## config.mk

```make
export PLATFORM = sky130hd
export DESIGN_NAME = ntt_pointwise_mul
export DESIGN_NICKNAME = d
export VERILOG_FILES = /design/src/rtl/ntt_pkg.sv /design/src/rtl/mod_mul.sv /design/src/rtl/ntt_pointwise_mul.sv
export SDC_FILE = /design/constraint.sdc
export NUM_CORES = 1
export LEC_CHECK = 0
export ABC_AREA = 0
export CAP_MARGIN = 0
export CORE_MARGIN = 4
export CORE_UTILIZATION = 40
export CTS_BUF_LIST = sky130_fd_sc_hd__clkbuf_16
export CTS_CLUSTER_SIZE = 24
export DETAILED_ROUTE_END_ITERATION = 16
export SLEW_MARGIN = 30
export SYNTH_ARGS = -nofsm -noshare
export SYNTH_HDL_FRONTEND = slang
export SYNTH_SLANG_ARGS = --single-unit
```

## constraint.sdc

```tcl
create_clock -name clk -period 10 [get_ports clk]
set_clock_uncertainty 0.1 [all_clocks]
set_input_delay 1.5 -clock clk [delete_from_list [all_inputs] [get_ports clk]]
set_output_delay 1.5 -clock clk [all_outputs]
set_load 0.02 [all_outputs]
```

## src/rtl/ntt_pkg.sv

```systemverilog
// Shared NTT datapath defaults and the pointwise-multiply FSM state encoding.
// Used by the NTT stages as well as the pointwise multiplier.
package ntt_pkg;

   localparam int unsigned DEF_Q    = 17;
   localparam int unsigned DEF_N    = 8;
   localparam int unsigned DEF_LOGQ = 5;
   localparam int unsigned DEF_LOGN = 3;

   typedef enum logic {
      LOAD = 1'b0,
      MUL  = 1'b1
   } state_t;

endpackage

```

## src/rtl/mod_mul.sv

```systemverilog
// Combinational modular multiply: result = (x*y) mod q, product kept at full width.
// Shared with the NTT butterfly.
module mod_mul
   import ntt_pkg::*;
#(
   parameter int unsigned q    = DEF_Q,
   parameter int unsigned logq = DEF_LOGQ
) (
   input  logic [logq-1:0] x,
   input  logic [logq-1:0] y,
   output logic [logq-1:0] result
);

   logic [2*logq-1:0] prod;

   assign prod   = (2*logq)'(x) * (2*logq)'(y);
   assign result = logq'(prod % (2*logq)'(q));

endmodule

```

## src/rtl/ntt_pointwise_mul.sv

```systemverilog
// Pointwise product of two NTT-domain polynomials: buffer A in LOAD, then
// stream B against it in MUL, emitting (A[k]*B[k]) mod q through a one-entry output stage.
module ntt_pointwise_mul
   import ntt_pkg::*;
#(
   parameter int unsigned q    = DEF_Q,
   parameter int unsigned N    = DEF_N,
   parameter int unsigned logq = DEF_LOGQ,
   parameter int unsigned logN = DEF_LOGN
) (
   input  logic            clk,
   input  logic            reset_n,
   input  logic            a_valid,
   input  logic [logq-1:0] a_data,
   output logic            a_ready,
   input  logic            b_valid,
   input  logic [logq-1:0] b_data,
   output logic            b_ready,
   output logic            out_valid,
   output logic [logq-1:0] out_data,
   input  logic            out_ready
);

   localparam logic [logN-1:0] A_LAST = logN'(N - 1);
   localparam logic [logN:0]   B_END  = (logN + 1)'(N);
   localparam logic [logN:0]   O_LAST = (logN + 1)'(N - 1);

   state_t          state, state_next;
   logic [logq-1:0] coef_buf [N];
   logic [logN-1:0] a_cnt;
   logic [logN:0]   b_cnt;
   logic [logN:0]   out_cnt;
   logic [logq-1:0] product;
   logic            a_fire, b_fire, out_fire;

   assign a_fire   = a_valid && a_ready;
   assign b_fire   = b_valid && b_ready;
   assign out_fire = out_valid && out_ready;

   mod_mul #(.q(q), .logq(logq)) u_mod_mul (
      .x      (coef_buf[b_cnt[logN-1:0]]),
      .y      (b_data),
      .result (product)
   );

   always_ff @(posedge clk or negedge reset_n) begin
      if (!reset_n) state <= LOAD;
      else          state <= state_next;
   end

   always_comb begin
      state_next = state;
      a_ready    = 1'b0;
      b_ready    = 1'b0;
      unique case (state)
         LOAD: begin
            a_ready = 1'b1;
            if (a_valid && a_cnt == A_LAST) state_next = MUL;
         end
         MUL: begin
            b_ready = (b_cnt < B_END) && (!out_valid || out_ready);
            if (out_fire && out_cnt == O_LAST) state_next = LOAD;
         end
         default: state_next = LOAD;
      endcase
   end

   // Coefficient store is deliberately unreset; every LOAD rewrites all N entries.
   always_ff @(posedge clk) begin
      if (a_fire) coef_buf[a_cnt] <= a_data;
   end

   always_ff @(posedge clk or negedge reset_n) begin
      if (!reset_n) begin
         a_cnt     <= '0;
         b_cnt     <= '0;
         out_cnt   <= '0;
         out_valid <= 1'b0;
         out_data  <= '0;
      end else begin
         if (a_fire) a_cnt <= (a_cnt == A_LAST) ? '0 : a_cnt + 1'b1;

         // A new product overwrites the register even while the old one drains (no bubble).
         if (b_fire) begin
            out_data  <= product;
            out_valid <= 1'b1;
            b_cnt     <= b_cnt + 1'b1;
         end else if (out_fire) begin
            out_valid <= 1'b0;
         end

         // The final output never coincides with a B transfer, since b_cnt has reached N.
         if (out_fire) begin
            if (out_cnt == O_LAST) begin
               out_cnt <= '0;
               b_cnt   <= '0;
            end else begin
               out_cnt <= out_cnt + 1'b1;
            end
         end
      end
   end

endmodule

```

==> flow_metrics.env, run 1 <==
export IMPL_synth_seq_area_share=0.375
export IMPL_post_cts_buffers=0
export IMPL_drt_wirelength_per_cell_microns=15.7
export IMPL_drc=0
export IMPL_reg2reg_depth=28
export IMPL_regToRegSetupSlack_ns=0.90
export IMPL_ant_nets=0
export IMPL_antenna_found_initial=0
export IMPL_cts_resized=0
export IMPL_numCtsBuffers=9
export IMPL_cp_depth=28
export IMPL_fp_dieArea_sq_um=12800
export IMPL_finalSetupTns_ns=0
export IMPL_synth_simple_area_share=0.186
export IMPL_start_util=0.408
export IMPL_slew_violations=0
export IMPL_die_height_microns=113
export IMPL_cts_tree="done"
export IMPL_grt_pass1_wl_mm=15.7
export IMPL_synth_most_common_cell="edfxtp_1"
export IMPL_layout_setup_ws_ns=0.899
export IMPL_nets=481
export IMPL_grt_max_degree=19
export IMPL_timing_rr_end="out_data[1]$_DFFE_PN0P_"
export IMPL_critPathRequiredTime_ns=10.14
export IMPL_synthAdderAreaFrac=0.120
export IMPL_placed_cells=560
export IMPL_startpoint_type="register"
export IMPL_critical_path_max_stage_delay_ns=0.81
export IMPL_syn_area_sq_um=4410
export IMPL_post_place_ws_ns=0.714
export IMPL_area_growth_pct=14.7
export IMPL_first_global_vias=3286
export IMPL_synth_edf_count=40
export IMPL_clkLatencyLatePin_ns=0.32
export IMPL_arrival_ns=9.24
export IMPL_ys_types=78
export IMPL_min_period_over_period=0.910
export IMPL_synth_area_top_cells="edfxtp_1 (27%), dfrtp_1 (10%), ha_1 (7.4%)"
export IMPL_fillers=975
export IMPL_rsz0062_at_grt="false"
export IMPL_avgSynthCellArea_sq_um=10.7
export IMPL_synth_seq_cells=58
export IMPL_synth_xor_area_frac=0.0295
export IMPL_drt_iter0_markers=128
export IMPL_postSynthCellCount=410
export IMPL_path_buf_inv=2
export IMPL_core_sq_um=10800
export IMPL_netlist_area_leader_share=0.273
export IMPL_startpoint="b_cnt[0]$_DFF_PN0_"
export IMPL_synth_flop_cell="edfxtp_1"
export IMPL_async_flop_share=0.310
export IMPL_die_w_microns=113
export IMPL_drive_above_1_share=0.124
export IMPL_synth_compound_area_frac=0.174
export IMPL_min_path_type="reg2reg"
export IMPL_syn_nets=460
export IMPL_gr_total_overflow=0
export IMPL_rows=38
export IMPL_rr_startpoint="b_cnt[0]$_DFF_PN0_"
export IMPL_synthMuxAreaShare=0.0855
export IMPL_drt_vias_per_instance=5.66
export IMPL_grt_total_usage=0.148
export IMPL_clk_path_buf_depth=2
export IMPL_timing_hold_ws_ns=0.378
export IMPL_netlist_top_cells_count="edfxtp_1 (40), nor2_1 (29), ha_1 (26)"
export IMPL_wl_mm=9.06
export IMPL_synth_warnings=0
export IMPL_critPathKind="reg2reg"
export IMPL_port_buffers=22
export IMPL_yosysTopAreaCell="edfxtp_1"
export IMPL_dp_hpwl_mm=6.97
export IMPL_synth_top_family_by_area="simple AND/OR/NAND/NOR gates"
export IMPL_firstDrtPassIters=5
export IMPL_crit_path_max_fanout=14
export IMPL_finalHoldViolCount=0
export IMPL_worst_pin_slew_ns=0.808
export IMPL_drv_cap=0
export IMPL_layoutNonFillerInstCount=576
export IMPL_gp_congestion=0.904
export IMPL_cp_end_kind="register"
export IMPL_cp_top_family="compound AO/OA/AOI/OAI gates"
export IMPL_finalSetupViolCount=0
export IMPL_relSlewSlack=0.460
export IMPL_outcome="finished, final reports clean"
export IMPL_path_clk_slew_ns=0.05
export IMPL_root_buffer="clkbuf_16"
export IMPL_cp_endpoint="out_data[1]$_DFFE_PN0P_"
export IMPL_fmax_mhz=110
export IMPL_cpMaxStageDelayCell="dfrtp_1"
export IMPL_vias=3263
export IMPL_cts_sink_count=58
export IMPL_post_route_min_period_ns=9.10
export IMPL_hold_buffers=0
export IMPL_antenna_cells=0
export IMPL_io_pins=23
export IMPL_htreeDepth=3
## cells by family after synthesis
group | after synthesis
xor gates and xnor gates | 14
muxes | 24
and+or+nand+nor | 150
adders and majority gates | 37
AOI/OAI and AO/OA | 97
DFF | 58
buffers and inverters | 30
## cell type report
| cell class | count | area (sq um) | share of cell area |
|---|---|---|---|
| repair buffers | 22 | 220 | 0.0436 |
| multi-input cells | 322 | 2630 | 0.520 |
| clock inverters | 7 | 86.3 | 0.0171 |
| inverters | 18 | 67.6 | 0.0134 |
| flip-flops and latches | 58 | 1650 | 0.327 |
| well taps | 140 | 175 | 0.0347 |
| clock buffers | 9 | 225 | 0.0446 |
## stage by stage
step,util,area (sq um)
2_1_floorplan,-,4410
3_3_place_gp,0.438,4730
3_5_place_dp,0.439,4740
4_1_cts,0.468,5050
5_1_grt,0.468,5050
6_report,0.468,5050
## state kept, by name (all words and copies together) (netlist names)
signal     count
coef_buf      40
out_data       5
b_cnt          4
out_cnt        4
a_cnt          3
out_valid      1
state          1
## layer usage
layer | routed length, microns | global-route usage | part of all wire | up-vias
li1 | - | - | - | 1603
met1 | 4060 | 0.190 | 0.45 | 1579
met2 | 4580 | 0.258 | 0.51 | 67
met3 | 283 | 0.0225 | 0.031 | 14
met4 | 142 | 0.0489 | 0.016 | 0
met5 | 0 | 0 | 0 | -
## layout by cell type, fill, tap and decap left out, types with 3 or more instances in the layout
master,Yosys,final
dfrtp_1,18,18
nand3_1,18,18
mux4_2,10,10
edfxtp_1,40,40
nor3_1,7,7
a21o_1,3,3
nand4_1,6,6
a31oi_1,4,4
xor2_1,5,5
nand2_1,25,25
and2_1,3,3
o22ai_1,3,3
nor4_1,5,3
a21oi_1,12,12
inv_1,18,20
clkdlybuf4s50_1,0,22
mux2i_1,8,8
o211ai_1,8,8
clkbuf_16,0,9
o21ai_0,13,13
ha_1,26,26
and3_1,3,3
o21ai_1,8,8
or3_1,3,3
o21a_1,6,6
nor4_2,1,3
fa_1,9,9
nor2_1,29,29
nor2b_1,23,23
mux2_2,4,4
nor3b_1,4,4
nand2b_1,12,12
xnor2_1,8,8
## how the worst min path moves through the flow
| stage | cells past startpoint | from | end | slack (ns) |
|---|---|---|---|---|
| after global placement | 2 | out_data[3]$_DFFE_PN0P_ | out_data[3]$_DFFE_PN0P_ | 0.37 |
| after global routing | 1 | out_cnt[2]$_DFFE_PN0P_ | out_cnt[2]$_DFFE_PN0P_ | 0.41 |
| after CTS | 1 | out_cnt[2]$_DFFE_PN0P_ | out_cnt[2]$_DFFE_PN0P_ | 0.38 |
| after floorplan | 1 | out_cnt[2]$_DFFE_PN0P_ | out_cnt[2]$_DFFE_PN0P_ | 0.35 |
| after detailed placement | 1 | out_cnt[2]$_DFFE_PN0P_ | out_cnt[2]$_DFFE_PN0P_ | 0.37 |
| final | 1 | out_cnt[2]$_DFFE_PN0P_ | out_cnt[2]$_DFFE_PN0P_ | 0.38 |
Power of run 1 is not shown: default switching activity piles up to over one toggle a cycle in this logic, so the estimate is an artifact.
==> run 2: changes to the inputs <==
--- a/config.mk
+++ b/config.mk
@@ -12,6 +12,7 @@
 export CTS_BUF_LIST = sky130_fd_sc_hd__clkbuf_16
 export CTS_CLUSTER_SIZE = 24
 export DETAILED_ROUTE_END_ITERATION = 16
+export PLACE_DENSITY = 0.68
 export SLEW_MARGIN = 30
 export SYNTH_ARGS = -nofsm -noshare
 export SYNTH_HDL_FRONTEND = slang
==> flow_metrics.env, run 2 (synthesis gave the netlist of run 1 again) <==
export IMPL_wl_met2_mm=4.45
export IMPL_startpoint="b_cnt[0]$_DFF_PN0_"
export IMPL_wl_met1_mm=3.82
export IMPL_final_common_cell="edfxtp_1"
export IMPL_post_route_min_period_ns=9.14
export IMPL_placed_cell_area_sq_um=4740
export IMPL_numCtsBuffers=9
export IMPL_cts_tree="done"
export IMPL_core_sq_um=10800
export IMPL_finalSetupViolCount=0
export IMPL_min_path_type="reg2reg"
export IMPL_die_w_microns=113
export IMPL_fmax_mhz=109
export IMPL_cts_resized=0
export IMPL_relSlewSlack=0.468
export IMPL_gp_congestion=0.911
export IMPL_io_pins=23
export IMPL_min_period_over_period=0.914
export IMPL_post_place_ws_ns=0.681
export IMPL_root_buffer="clkbuf_16"
export IMPL_area_growth_pct=14.3
export IMPL_cpMaxStageDelayCell="dfrtp_1"
export IMPL_final_cell_mix="edfxtp_1 (40), nor2_1 (29), ha_1 (26), nand2_1 (25), nor2b_1 (23)"
export IMPL_fin_area_sq_um=5040
export IMPL_finalSetupTns_ns=0
export IMPL_hold_buffers=0
export IMPL_drt_vias_per_instance=5.69
export IMPL_reg2reg_depth=28
export IMPL_die_height_microns=113
export IMPL_rr_startpoint="b_cnt[0]$_DFF_PN0_"
export IMPL_antenna_found_initial=0
export IMPL_drv_cap=0
export IMPL_layout_setup_ws_ns=0.857
export IMPL_rsz0062_at_grt="false"
export IMPL_gr_total_overflow=0
export IMPL_htreeDepth=3
export IMPL_highest_layer="met4"
export IMPL_crit_path_max_fanout=14
export IMPL_fillers=992
export IMPL_rows=38
export IMPL_largest_reg_flops=40
export IMPL_outcome="finished, final reports clean"
export IMPL_grt_pass1_wl_mm=14.9
export IMPL_dp_hpwl_mm=6.75
export IMPL_critPathKind="reg2reg"
export IMPL_clk_path_buf_depth=2
export IMPL_path_clk_slew_ns=0.05
export IMPL_start_util=0.408
export IMPL_startpoint_type="register"
export IMPL_nets=482
export IMPL_timing_rr_end="out_data[1]$_DFFE_PN0P_"
export IMPL_finalHoldViolCount=0
export IMPL_arrival_ns=9.29
export IMPL_drt_wirelength_per_cell_microns=15.2
export IMPL_regToRegSetupSlack_ns=0.86
export IMPL_reg_largest_list="coef_buf x40, out_data x5"
export IMPL_slew_violations=0
export IMPL_worst_pin_slew_ns=0.792
export IMPL_utilization=0.467
export IMPL_vias=3282
export IMPL_firstDrtPassIters=4
export IMPL_post_cts_buffers=0
export IMPL_wl_mm=8.74
export IMPL_first_global_vias=3199
export IMPL_drt_iter0_markers=173
export IMPL_critPathRequiredTime_ns=10.15
export IMPL_grt_max_degree=19
export IMPL_drc=0
export IMPL_clkLatencyLatePin_ns=0.32
export IMPL_ant_nets=0
export IMPL_regMostFlops="coef_buf"
export IMPL_port_buffers=22
export IMPL_cp_endpoint="out_data[1]$_DFFE_PN0P_"
export IMPL_wl_met3_microns=323
export IMPL_antenna_cells=0
export IMPL_drive_above_1_share=0.128
export IMPL_fp_dieArea_sq_um=12800
export IMPL_grt_total_usage=0.141
export IMPL_critical_path_max_stage_delay_ns=0.82
export IMPL_cts_sink_count=58
export IMPL_cp_end_kind="register"
## run 2: final cells by class
class                           count  area (sq um)  share of cell area
Multi-Input combinational cell    322          2630               0.522
Sequential cell                    58          1650               0.328
Timing Repair Buffer               23           228              0.0452
Clock buffer                        9           225              0.0447
Tap cell                          140           175              0.0348
Inverter                           18          67.6              0.0134
Clock inverter                      7          61.3              0.0122
## run 2: per-stage QoR
stage               hold slack, ns  std cells
finish                       0.374        577
global route                 0.410        577
CTS                          0.374        577
detailed placement           0.363        561
global placement             0.363        561
floorplan                    0.346        410
## run 2: worst min-delay path by stage
stage | depth (start not counted) | from | to
global route | 1 | out_cnt[2]$_DFFE_PN0P_ | out_cnt[2]$_DFFE_PN0P_
floorplan | 1 | out_cnt[2]$_DFFE_PN0P_ | out_cnt[2]$_DFFE_PN0P_
CTS | 1 | out_cnt[2]$_DFFE_PN0P_ | out_cnt[2]$_DFFE_PN0P_
finish | 1 | out_cnt[2]$_DFFE_PN0P_ | out_cnt[2]$_DFFE_PN0P_
detailed placement | 1 | out_cnt[2]$_DFFE_PN0P_ | out_cnt[2]$_DFFE_PN0P_
global placement | 1 | out_cnt[2]$_DFFE_PN0P_ | out_cnt[2]$_DFFE_PN0P_
## run 2: layer usage
| layer | vias up | track usage |
|---|---|---|
| li1 | 1605 | - |
| met1 | 1571 | 0.177 |
| met3 | 15 | 0.0294 |
| met4 | 0 | 0.0489 |
| met5 | - | 0 |
| met2 | 91 | 0.241 |
## run 2: worst max-delay path, delay by kind of cell, from the launching register on
family | cells | cell delay, ns
compound gates | 12 | 3.19
fa+ha+maj | 6 | 2.47
mux | 3 | 1.35
simple gates | 5 | 0.98
flops | 1 | 0.82
buf+inv | 2 | 0.14
Power of run 2 is left out for the same reason.
